[config.mk]
export PLATFORM = sky130hd
export DESIGN_NAME = kmap_truth_scan
export DESIGN_NICKNAME = d
export VERILOG_FILES = /design/src/rtl/kmap_truth_scan.sv
export SDC_FILE = /design/constraint.sdc
export NUM_CORES = 1
export LEC_CHECK = 0
export ABC_CLOCK_PERIOD_IN_PS = 4100
export BUFFER_PORTS_ARGS = -buffer_cell sky130_fd_sc_hd__buf_2
export CAP_MARGIN = 20
export CELL_PAD_IN_SITES_DETAIL_PLACEMENT = 0
export CELL_PAD_IN_SITES_GLOBAL_PLACEMENT = 1
export CORE_MARGIN = 3
export CORE_UTILIZATION = 39
export CTS_CLUSTER_SIZE = 10
export DETAILED_ROUTE_END_ITERATION = 8
export PLACE_DENSITY_LB_ADDON = 0.1
export SLEW_MARGIN = 20
export SYNTH_ARGS = -nofsm -noshare
export SYNTH_HDL_FRONTEND = slang
export SYNTH_SLANG_ARGS = --single-unit
[constraint.sdc]
create_clock -name clk -period 4.1 [get_ports clk]
set_input_delay 1.025 -clock clk [delete_from_list [all_inputs] [get_ports clk]]
set_output_delay 1.025 -clock clk [all_outputs]
set_load 0.1 [all_outputs]
[src/rtl/kmap_truth_scan.sv]
// kmap_truth_scan
// Walks every input vector of an N_IN-input combinational block, holds each
// one for SETTLE cycles, samples the block's single output on the last held
// cycle and builds the full truth table plus a count of its minterms.
//
// Handshake: start is a level sampled on the rising edge and is only accepted
// in IDLE; busy is high for the whole scan; done is a one-cycle pulse in the
// cycle in which truth_table and minterm_cnt hold the finished result.
module kmap_truth_scan #(
   parameter int N_IN   = 4,
   parameter int SETTLE = 1
) (
   input  logic                 clk,
   input  logic                 rst,
   input  logic                 start,
   input  logic                 f_in,
   output logic [N_IN-1:0]      x_out,
   output logic                 busy,
   output logic                 done,
   output logic [2**N_IN-1:0]   truth_table,
   output logic [N_IN:0]        minterm_cnt
);

   // Settle counter only needs to reach SETTLE-1; keep at least one bit.
   localparam int CW = (SETTLE > 1) ? $clog2(SETTLE) : 1;

   typedef enum logic [1:0] {
      IDLE = 2'd0,
      HOLD = 2'd1,
      DONE = 2'd2
   } state_t;

   state_t          state;
   state_t          state_nxt;
   logic [N_IN-1:0] idx;
   logic [CW-1:0]   cnt;
   logic            accept;
   logic            sample_now;
   logic            last_idx;

   // A start only counts while idle; everywhere else it is ignored.
   assign accept     = (state == IDLE) && start;
   // The last held cycle of the current vector is the sampling edge.
   assign sample_now = (state == HOLD) && (cnt == CW'(SETTLE - 1));
   assign last_idx   = (idx == {N_IN{1'b1}});

   // State register.
   always_ff @(posedge clk) begin
      if (rst) begin
         state <= IDLE;
      end else begin
         state <= state_nxt;
      end
   end

   // Next-state logic: IDLE -> HOLD on start, HOLD -> DONE after the last sample.
   always_comb begin
      state_nxt = state;
      case (state)
         IDLE: begin
            if (start) begin
               state_nxt = HOLD;
            end
         end
         HOLD: begin
            if (sample_now && last_idx) begin
               state_nxt = DONE;
            end
         end
         DONE: begin
            state_nxt = IDLE;
         end
         default: begin
            state_nxt = IDLE;
         end
      endcase
   end

   // Outputs decoded from state; the vector is only driven while holding.
   always_comb begin
      busy  = 1'b0;
      done  = 1'b0;
      x_out = '0;
      case (state)
         HOLD: begin
            busy  = 1'b1;
            x_out = idx;
         end
         DONE: begin
            done = 1'b1;
         end
         default: begin
            busy  = 1'b0;
         end
      endcase
   end

   // Vector index and settle counter: advance the vector after each sample.
   always_ff @(posedge clk) begin
      if (rst) begin
         idx <= '0;
         cnt <= '0;
      end else if (accept) begin
         idx <= '0;
         cnt <= '0;
      end else if (state == HOLD) begin
         if (sample_now) begin
            cnt <= '0;
            if (!last_idx) begin
               idx <= idx + 1'b1;
            end
         end else begin
            cnt <= cnt + CW'(1);
         end
      end
   end

   // Result registers: cleared on acceptance, updated only on sampling edges.
   always_ff @(posedge clk) begin
      if (rst) begin
         truth_table <= '0;
         minterm_cnt <= '0;
      end else if (accept) begin
         truth_table <= '0;
         minterm_cnt <= '0;
      end else if (sample_now) begin
         truth_table[idx] <= f_in;
         minterm_cnt      <= minterm_cnt + {{N_IN{1'b0}}, f_in};
      end
   end

endmodule

==> flow_summary.ini, run 1 <==
[synth]
ys_ff_latch = 28
synth_ff_type = dfxtp_1
ys_seq_area_share_pct = 41.0
synth_nets = 157
syn_inst = 147
synthArstFlopShare_pct = 0
ys_types = 29
synth.cell_area_um2 = 1370
avgSynthCellArea_um2 = 9.29
synth_edf_count = 0
ys_warn_count = 0

[place]
dp_hpwl_um = 2060
dp_cells = 212
place_ws_ns = 1.51
globalplace.congestion = 0.733
port-buffer-count = 30

[floorplan]
dieArea_um2 = 4250
dieWidth_um = 65.2
rows = 20
pin_count = 31
core_area_um2 = 3200
initial_core_util_pct = 42.7
dieHeight_um = 65.2

[grt]
grt_max_degree = 26
antenna_found_initial = 0
gr-total-overflow = 0
grt_pass1_wl_um = 4930
grt_pass1_vias = 1139
grt_use_total_pct = 14.3

[timing]
setup_tns_ns = 0
rsz0062_at_grt = false
hold_ws_ns = 0.483
post-route-period-util_pct = 65.3
report.final.slew_viol_count = 0
setup_viol = 0
fin_crit_ns = 2.68
fmax_mhz = 374
finalHoldViolCount = 0
clock_skew_ns = 0.00109
relSlewSlack_pct = 60.7
tightest_slew_ns = 0.590
setup_slack_ns = 1.42

[clocking]
cts.sinks = 28
clockBufferDepth = 2
cts_setup_buffers = 0
cts_tree = built
cts_resized = 0
cts.clk_slew.worst_paths_ns = 0.14
ctsHtreeMaxLevel = 1
holdBufCountCts = 0
clk_latency_ns = 0.32
numCtsBuffers = 3
root_buffer = clkbuf_4

[setup_path]
crit_slowest_cell = dfxtp_1
worstSetupPathType = reg2out
arrival_ns = 1.65
max_stage_delay_ns = 0.43
rrSetupSlack_ns = 2.23
cp_max_fo = 7
critPathCaptureType = output port
start_kind = register
path_buf_inv = 1
cp_top_family = simple AND/OR/NAND/NOR gates
crit_chain = nor2b_1 -> and2_1 -> buf_2
cp.required_ns = 3.07

[power_and_ir_drop]
p_clk_share_pct = 25.3
seqPwrFrac_pct = 62.7
combPwrFrac_pct = 12.0
max-vdd-ir-drop_mv = 0.182
total_power_uw = 443
swShare_pct = 27.2
p_leak_uw = 0.000719
p_int_uw = 322
power_density_nw_per_um2 = 284
p_switching_uw = 120

[route]
first_iter_violations = 36
route.vias.total = 1146
drtPass1Iterations = 4
final_antenna_net_count = 0
avgRoutedWirePerCell_um = 13.3
route.detailed.drc = 0
viasPerCell = 5.33
wirelength_um = 2870

[final_layout]
layoutNonFillerInstCount = 215
drive_gt1_share_pct = 23.4
antenna_cells = 0
final_common_cell = buf_2
synthToLayoutAreaGrowth_pct = 13.9
final_cell_mix = buf_2, dfxtp_1, nand3_1
multi_input_comb_area_um2 = 742
seq_area_um2 = 561
fin_nets = 183
n_fill_cell = 341

[outcome]
status = completed

[flow_run]
maxCapViolCount = 0

[hold_path]
hold_class = reg2reg
[Yosys cell counts, types with 2 or more instances]
library cell / instances / share of area [%]
ha_1: 6 / 5.5
a21oi_1: 9 / 3.3
dfxtp_1: 28 / 41
clkbuf_1: 4 / 1.1
o21ai_0: 4 / 1.5
mux2i_1: 15 / 11
a31o_2: 2 / 1.3
nand3b_1: 16 / 8.8
nand4_1: 5 / 2.3
nor3b_1: 2 / 1.1
or3b_1: 2 / 1.3
nand2_1: 4 / 1.1
inv_1: 5 / 1.4
nor3_1: 2 / 0.73
nand3_1: 17 / 6.2
and2_1: 6 / 2.7
nor2b_1: 3 / 1.4
buf_2: 6 / 2.2
[metal layers]
layer	up-vias	GRT usage, %	part of all wire, %
met5	-	0	0
li1	576	-	-
met3	4	3.42	4.7
met1	546	16.6	46
met4	0	3.89	1.0
met2	20	26.0	48
[worst reg2reg max path: cells and delay by family, from the launching register on]
| kind | cells | cell delay, ns |
|---|---|---|
| mux | 1 | 0.29 |
| flops | 1 | 0.46 |
| simple gates | 2 | 1.04 |
[area by class of cell]
type,instances,area share [%]
Clock buffer,3,1.45
Inverter,5,1.21
Multi-Input combinational cell,104,47.7
Sequential cell,28,36.0
Tap cell,44,3.54
Timing Repair Buffer,31,10.1
[path summary, 6_finish.rpt]
| kind | from | end | cells after the start |
|---|---|---|---|
| hold reg to reg | minterm_cnt[0]$_SDFFE_PP0P_ | minterm_cnt[0]$_SDFFE_PP0P_ | 2 |
| setup / recovery | state[0]$_SDFFE_PP0P_ | x_out[1] | 3 |
| hold / removal | minterm_cnt[0]$_SDFFE_PP0P_ | minterm_cnt[0]$_SDFFE_PP0P_ | 2 |
| setup reg to reg | state[1]$_SDFFE_PP0P_ | truth_table[12]$_SDFFE_PP0P_ | 3 |
[power by group through the flow]
stage	logic (uW)	registers [uW]	clock network [uW]
after detailed placement	52.9	284	0
after floorplan	35.6	291	0
final	52.9	278	112
after global routing	57.0	278	128
after CTS	53.4	278	116
after global placement	51.8	283	0
[through the flow]
stage,instance area [um2],util (%)
after global routing,1560,48.6
after detailed placement,1530,47.9
after global placement,1530,47.9
after floorplan,1370,-
after CTS,1560,48.6
final,1560,48.6
[logic make-up (layout without fill, tap and decap cells)]
| family | Yosys count | count (layout) | share of synthesized area, % |
|---|---|---|---|
| muxes | 15 | 15 | 11.0 |
| adders and majority gates | 6 | 6 | 5.49 |
| buffers and inverters | 15 | 39 | 4.67 |
| DFF | 28 | 28 | 41.0 |
| and+or+nand+nor | 65 | 65 | 30.1 |
| AOI/OAI and AO/OA | 18 | 18 | 7.69 |
[registers in the layout, summed over array words and instances (netlist names)]
name / count
truth_table: 16
minterm_cnt: 5
state: 2
cnt: 1
idx: 4
Power figures use the tool's default switching activity.
==> inputs of run 2 (changes only) <==
- ABC_CLOCK_PERIOD_IN_PS: 4100 -> 2200
- CORE_UTILIZATION: 39 -> 36
- clock period: 4.1 -> 2.2 ns (I/O delays scaled with it)
==> run 2 against run 1 <==
Die area increased by 7.5%; via count about the same; wire length increased by 5.9%; power increased by 110%; non-clock buffer count increased by 3; global-route usage increased by 0.12 points; critical endpoint unchanged.
==> flow_summary.ini, run 2 (synthesized netlist as in run 1, its figures left out) <==
[setup_path]
critPathCaptureType = output port
start_kind = register
arrival_ns = 1.47
cp_max_fo = 7
cp.required_ns = 1.65
worstSetupPathType = reg2out

[final_layout]
largest_reg_flops = 16
final_common_cell = buf_2
top_regs = truth_table x16, minterm_cnt x5, idx x4
regMostFlops = truth_table
fin_nets = 186
drive_gt1_share_pct = 28.0
n_fill_cell = 342
postLayoutCellArea_um2 = 1630
antenna_cells = 0
final_cell_mix = buf_2, dfxtp_1, nand3_1
synthToLayoutAreaGrowth_pct = 19.0

[clocking]
clk_latency_ns = 0.27
cts_setup_buffers = 0
clockBufferDepth = 2
cts_tree = built
root_buffer = clkbuf_8
cts.sinks = 28
cts.clk_slew.worst_paths_ns = 0.09
ctsHtreeMaxLevel = 1
numCtsBuffers = 3
holdBufCountCts = 0
cts_resized = 0

[timing]
fin_crit_ns = 2.02
finalHoldViolCount = 0
post-route-period-util_pct = 92.0
tightest_slew_ns = 0.488
report.final.slew_viol_count = 0
relSlewSlack_pct = 67.7
setup_tns_ns = 0
setup_viol = 0
rsz0062_at_grt = false
fmax_mhz = 494
clock_skew_ns = 0.00135

[floorplan]
rows = 21
dieHeight_um = 67.6
pin_count = 31
core_area_um2 = 3490
dieArea_um2 = 4570
initial_core_util_pct = 39.1
dieWidth_um = 67.6

[hold_path]
hold_class = reg2reg

[place]
placedInstanceArea_um2 = 1570
dp_hpwl_um = 2150
port-buffer-count = 30
globalplace.congestion = 0.717

[grt]
grt_pass1_wl_um = 5070
antenna_found_initial = 0
gr-total-overflow = 0
grt_use_total_pct = 14.4
grt_pass1_vias = 1106
grt_max_degree = 26

[flow_run]
maxCapViolCount = 0

[route]
viasPerCell = 5.19
route.detailed.drc = 0
avgRoutedWirePerCell_um = 13.7
drtPass1Iterations = 4
first_iter_violations = 46
final_antenna_net_count = 0
wirelength_um = 3040
route.vias.total = 1147

[outcome]
status = completed

[power_and_ir_drop]
p_leak_uw = 0.000756
power_density_nw_per_um2 = 578
max-vdd-ir-drop_mv = 0.318
## run 2: cell count changes in the layout (fill, tap and decap cells not counted), sizes merged
| cell | before | now |
|---|---|---|
| clkbuf | 3 | 4 |
| buf | 31 | 34 |
## run 2: cell type report
type	instances	area (um2)	share of cell area [%]
Tap cell	46	57.6	3.54
Clock buffer	4	55.1	3.38
Inverter	5	18.8	1.15
Multi-Input combinational cell	104	754	46.4
Sequential cell	28	561	34.5
Timing Repair Buffer	34	180	11.1
## run 2: path summary, 6_finish.rpt
| kind | from | to | slack, ns | depth (start not counted) |
|---|---|---|---|---|
| setup / recovery | state[0]$_SDFFE_PP0P_ | x_out[1] | 0.18 | 3 |
| hold / removal | truth_table[15]$_SDFFE_PP0P_ | truth_table[15]$_SDFFE_PP0P_ | 0.48 | 2 |
| setup reg to reg | state[0]$_SDFFE_PP0P_ | idx[3]$_SDFFE_PP0P_ | 0.47 | 3 |
| hold reg to reg | truth_table[15]$_SDFFE_PP0P_ | truth_table[15]$_SDFFE_PP0P_ | 0.48 | 2 |
## run 2: worst max-delay path, cell delays in order (launching register included)
cell and delay, ns:
dfxtp_1 0.42, nor2b_4 0.21, and2_2 0.15, buf_2 0.42
## run 2: per-stage QoR
stage	cells	utilization, %	hold slack (ns)	setup slack, ns	power [uW]
detailed placement	217	45.0	0.470	0.475	633
global placement	217	45.0	0.463	0.521	632
floorplan	147	-	0.477	0.104	610
CTS	221	46.5	0.483	0.158	950
global route	221	46.5	0.516	0.0635	979
finish	221	46.5	0.479	0.176	941
## run 2: power by group
group          switching [uW]  internal (uW)
registers                5.43            511
logic                    76.6           28.5
clock network             159            160
total                     241            700
## run 2: layer usage
layer	global-route usage, %	up-vias	routed length [um]
li1	-	581	-
met1	17.2	543	1480
met2	25.9	21	1420
met3	3.66	2	124
met4	3.04	0	16
met5	0	-	0
